<file path="src/rtl/aes_pkg.sv">
// Shared AES-128 key-schedule definitions: sizes, round index type, store states.
package aes_pkg;

  localparam int AES128_KW = 128;
  localparam int AES128_NR = 10;
  localparam int AES128_CW = 4;

  typedef logic [AES128_CW-1:0] round_idx_t;

  typedef enum logic [1:0] {
    IDLE,
    LOAD,
    READY
  } ks_state_t;

endpackage

</file>
<file path="src/rtl/aes_round_key_store_128.sv">
// AES-128 round-key store.
// Captures rk[0] from the cipher key on ke_start and rk[1..NR] as the key
// expander streams them out in order. Once every key is held, it serves them
// through a registered read port with one cycle of latency.
//
// state | meaning
// IDLE  | no valid key set (after reset or an out-of-order stream)
// LOAD  | collecting rk[exp] from the expander
// READY | all NR+1 keys held; reads are served
module aes_round_key_store_128
  import aes_pkg::*;
#(
  parameter int KW = AES128_KW,
  parameter int NR = AES128_NR,
  parameter int CW = AES128_CW
) (
  input  logic          clk,
  input  logic          reset,
  input  logic          ke_start,
  input  logic [KW-1:0] ke_short_key,
  input  logic [KW-1:0] ke_subkey,
  input  logic [CW-1:0] ke_cnt,
  input  logic          ke_valid,
  input  logic          rd_req,
  input  logic [CW-1:0] rd_round,
  output logic [KW-1:0] rd_key,
  output logic          rd_valid,
  output logic          rd_miss,
  output logic          keys_ready,
  output logic          busy,
  output logic          seq_err
);

  localparam logic [CW-1:0] NR_IDX  = CW'(NR);
  localparam logic [CW-1:0] ONE_IDX = CW'(1);

  ks_state_t     state_q, state_d;
  logic [CW-1:0] exp_q;
  logic          seq_err_q;
  logic          capture;
  logic          mismatch;
  logic          rd_hit;
  logic [KW-1:0] rk [0:NR];

  // Next-state decode; ke_start wins over any expander beat in the same cycle.
  always_comb begin
    state_d  = state_q;
    capture  = 1'b0;
    mismatch = 1'b0;
    if (ke_start) begin
      state_d = LOAD;
    end else if (state_q == LOAD && ke_valid) begin
      if (ke_cnt == exp_q) begin
        capture = 1'b1;
        if (exp_q == NR_IDX) state_d = READY;
      end else begin
        mismatch = 1'b1;
        state_d  = IDLE;
      end
    end
  end

  // State register.
  always_ff @(posedge clk) begin
    if (reset) state_q <= IDLE;
    else       state_q <= state_d;
  end

  // Expected-index tracker and sticky sequence error.
  always_ff @(posedge clk) begin
    if (reset) begin
      exp_q     <= '0;
      seq_err_q <= 1'b0;
    end else if (ke_start) begin
      exp_q     <= ONE_IDX;
      seq_err_q <= 1'b0;
    end else if (capture) begin
      exp_q     <= exp_q + ONE_IDX;
    end else if (mismatch) begin
      seq_err_q <= 1'b1;
    end
  end

  // Key register file; contents are only exposed once READY, so no reset.
  always_ff @(posedge clk) begin
    if (ke_start)     rk[0]     <= ke_short_key;
    else if (capture) rk[exp_q] <= ke_subkey;
  end

  assign rd_hit = rd_req && (state_q == READY) && (rd_round <= NR_IDX);

  // Registered read port: hit returns the key, refused request zeroes it.
  always_ff @(posedge clk) begin
    if (reset) begin
      rd_key   <= '0;
      rd_valid <= 1'b0;
      rd_miss  <= 1'b0;
    end else begin
      rd_valid <= rd_hit;
      rd_miss  <= rd_req && !rd_hit;
      if (rd_hit)      rd_key <= rk[rd_round];
      else if (rd_req) rd_key <= '0;
    end
  end

  assign keys_ready = (state_q == READY);
  assign busy       = (state_q == LOAD);
  assign seq_err    = seq_err_q;

endmodule

</file>
<file path="config.mk">
export PLATFORM = sky130hd
export DESIGN_NAME = aes_round_key_store_128
export DESIGN_NICKNAME = d
export VERILOG_FILES = /design/src/rtl/aes_pkg.sv /design/src/rtl/aes_round_key_store_128.sv
export SDC_FILE = /design/constraint.sdc
export NUM_CORES = 2
export LEC_CHECK = 0
export CAP_MARGIN = 20
export CORE_MARGIN = 4
export CORE_UTILIZATION = 60
export CTS_BUF_LIST = sky130_fd_sc_hd__clkbuf_16
export CTS_CLUSTER_SIZE = 25
export DETAILED_ROUTE_END_ITERATION = 10
export GPL_ROUTABILITY_DRIVEN = 0
export PLACE_DENSITY_LB_ADDON = 0.12
export SETUP_SLACK_MARGIN = 0.15
export SKIP_LAST_GASP = 1
export SLEW_MARGIN = 20
export SYNTH_ARGS = -nofsm -noshare
export SYNTH_HDL_FRONTEND = slang
export SYNTH_SLANG_ARGS = --single-unit
</file>
<file path="constraint.sdc">
create_clock -name clk -period 25.2 [get_ports clk]
set_clock_uncertainty 0.1 [all_clocks]
set_input_delay 3.78 -clock clk [delete_from_list [all_inputs] [get_ports clk]]
set_output_delay 3.78 -clock clk [all_outputs]
set_load 0.01 [all_outputs]
</file>
==> results.json <==
{
  "outcome": "completed",
  "synth_top_family_by_area": "multiplexers",
  "peakVddDrop_mv": 0.0559,
  "required_ns": 25.45,
  "cts_buffers": 152,
  "ys_async_sr_fraction_pct": 0,
  "dieArea_mm2": 0.105,
  "worst_skew_pair.late_latency_ns": 0.73,
  "firstDrtPassIters": 5,
  "final_cell_area_mm2": 0.0701,
  "port_buffers": 401,
  "synth_common_cells": "1,408 x edfxtp_1, 642 x mux2i_1, 390 x nand2_1, 147 x o21ai_0, 137 x dfxtp_1",
  "num_vias": 33700,
  "switchingPower_uw": 1050,
  "crit_path_cell_trace": "clkdlybuf4s50_1, xor2_1, nor4_2, buf_4, a41o_4, buf_4, buf_4",
  "ys_ff_latch": 1545,
  "grt_max_degree": 107,
  "wl_mm": 141,
  "p_int_uw": 4150,
  "drcViolationCount": 0,
  "antenna_left": 0,
  "die_y_um": 325,
  "leakagePower_uw": 0.0243,
  "wl_per_cell_um": 25.3,
  "cp-start-kind": "primary input",
  "p_clk_share_pct": 41.2,
  "yosysSeqAreaShare_pct": 74.9,
  "crit_path_end_kind": "flip-flop",
  "grt_setup_unrepaired": "no",
  "worst-path-max-fanout": 44,
  "cp_common_cell": "buf_4",
  "cp.arrival_ns": 7.66,
  "post_dp_cell_area_mm2": 0.0653,
  "grt.total_usage_pct": 26.3,
  "synth-compound-area-share_pct": 6.53,
  "start_util_pct": 60.8,
  "syn_area_per_cell_um2": 16.0,
  "routed_via_density": 6.06,
  "max_freq_mhz": 135,
  "final_cells": 5560,
  "cp_slowest_cell": "a41o_4",
  "placement_rows": 115,
  "path_class": "in2reg",
  "h-tree-depth": 4,
  "final_util_pct": 70.9,
  "synth_xor_area_share_pct": 0.0583,
  "cts_resized": 0,
  "slew_headroom_pct": 25.8,
  "grt_pass1_vias": 33900,
  "die_x_um": 325,
  "cts_sinks": 1545,
  "slowest_delay_ns": 0.80,
  "synthAdderAreaFrac_pct": 0.0416,
  "drv_slew": 0,
  "clockBufferDepth": 3,
  "worstMarginPinSlew_ns": 1.11,
  "synth_ff_type": "edfxtp_1",
  "drt_iter0_markers": 2949,
  "cts_tree": "done",
  "swShare_pct": 20.2,
  "synth_mux_area_share_pct": 13.1,
  "p_per_area_mw_per_mm2": 74.2,
  "period_share_pct": 29.4,
  "antenna_cells": 0,
  "setup_viol": 0,
  "power_frac_comb_pct": 4.7,
  "period_minus_slack_ns": 7.41,
  "place_inst": 5287,
  "synthTopCellsByArea": "edfxtp_1 70%, mux2i_1 11%, dfxtp_1 4.6%",
  "cap_viol_max_count": 0,
  "ys_warn_count": 0,
  "cts_setup_buffers": 0,
  "fin_setup_tns_ns": 0,
  "hp-class": "reg2reg",
  "path_clk_slew_ns": 0.06,
  "synth_top_cell_by_area": "edfxtp_1",
  "synthesis.area_mm2": 0.0601,
  "root_buffer": "clkbuf_16",
  "area_growth_pct": 16.5,
  "seq_power_share_pct": 54.1,
  "synth_nets": 4038,
  "ios": 402,
  "grt-ovfl-total": 0,
  "drive_above_1_share_pct": 6.79,
  "multi_input_area_mm2": 0.0141,
  "cts_hold_buf": 0,
  "regArea_mm2": 0.0450,
  "coreArea_mm2": 0.0989,
  "synth_top_area_share_pct": 70.3,
  "hold_violations": 0,
  "fin_nets": 4425,
  "synthCells": 3767,
  "synth.distinct_cells": 41,
  "antenna_found_initial": 1,
  "synth_edf_count": 1408,
  "synth.most_common_cell": "edfxtp_1",
  "grt_pass1_wl_mm": 210,
  "dp_hpwl_mm": 71.9,
  "synth_simple_gate_area_share_pct": 3.61,
  "fill_cells": 6296
}
[worst paths after layout]
| check | slack [ns] | cells past startpoint | startpoint | endpoint |
|---|---|---|---|---|
| max reg2reg | 20.51 | 6 | exp_q[0] | rk[0][12] |
| max | 17.79 | 7 | ke_cnt[1] | rk[0][12] |
| min reg2reg | 0.34 | 2 | rd_key[69] | rd_key[69] |
| min | 0.34 | 2 | rd_key[69] | rd_key[69] |
[routing by layer]
metal | track usage (%) | vias to the layer above | share of wire [%]
met5 | 0 | - | 0
met1 | 35.7 | 17000 | 41
li1 | - | 15200 | -
met3 | 4.44 | 191 | 7.1
met4 | 7.31 | 0 | 2.1
met2 | 44.5 | 1270 | 50
[cell usage in the layout (no fill, tap or decap), types with 2 or more instances in the layout]
| cell | count |
|---|---|
| clkdlybuf4s50_1 | 398 |
| ha_1 | 2 |
| buf_4 | 64 |
| dfxtp_1 | 137 |
| nor3_2 | 4 |
| clkinvlp_4 | 4 |
| a22oi_1 | 128 |
| mux2i_1 | 642 |
| nor2_4 | 2 |
| xor2_1 | 4 |
| clkinv_2 | 27 |
| o211ai_1 | 128 |
| nor2_1 | 134 |
| nand2_1 | 390 |
| nor3_1 | 2 |
| inv_6 | 2 |
| o21ai_0 | 147 |
| edfxtp_1 | 1408 |
| nor4_2 | 6 |
| nand2b_1 | 4 |
| nand3_1 | 3 |
| clkbuf_16 | 157 |
| clkinv_1 | 31 |
| mux2_1 | 128 |
| o21ai_1 | 109 |
| bufinv_16 | 12 |
| buf_8 | 3 |
| inv_1 | 44 |
| buf_12 | 2 |
| a21oi_1 | 131 |
[registers in the layout, summed over array words and instances, names as in the netlist]
signal	count
exp_q	4
rd_key	128
rd_miss	1
rd_valid	1
rk	1408
seq_err	1
state_q	2
[cells by family (layout without fill, tap and decap cells)]
family / count (synthesis) / after routing
adders and majority gates: 2 / 2
AOI/OAI and AO/OA: 651 / 651
buffers and inverters: 238 / 744
muxes: 770 / 770
DFF: 1545 / 1545
xor gates and xnor gates: 4 / 4
and+or+nand+nor: 557 / 557
[worst max-delay path, delay by kind of cell]
family	cells	cell delay [ns]
buffers and inverters	4	2.25
and+or+nand+nor	1	0.53
AOI/OAI and AO/OA	1	0.80
xor gates and xnor gates	1	0.16
[through the flow]
step	total power, uW	setup WS [ns]	hold slack [ns]
detailed placement	3110	17.10	0.339
CTS	5230	17.87	0.347
finish	5200	17.79	0.344
floorplan	3010	7.49	0.371
global placement	3110	17.10	0.334
global route	5360	17.75	0.369
[power groups by stage]
| stage | clock (uW) | sequential [uW] | combinational, uW |
|---|---|---|---|
| floorplan | 0 | 2870 | 143 |
| global placement | 0 | 2870 | 239 |
| detailed placement | 0 | 2870 | 244 |
| CTS | 2170 | 2810 | 245 |
| global route | 2290 | 2810 | 262 |
| finish | 2150 | 2810 | 244 |
[cell type report]
cell class / count / area share (%)
Clock buffer: 157 / 5.61
Sequential cell: 1545 / 64.3
Multi-Input combinational cell: 1984 / 20.2
Clock inverter: 116 / 1.16
Timing Repair Buffer: 467 / 6.49
Inverter: 4 / 0.0214
Tap cell: 1287 / 2.30
Note: power is estimated with default switching activity, not from simulation.
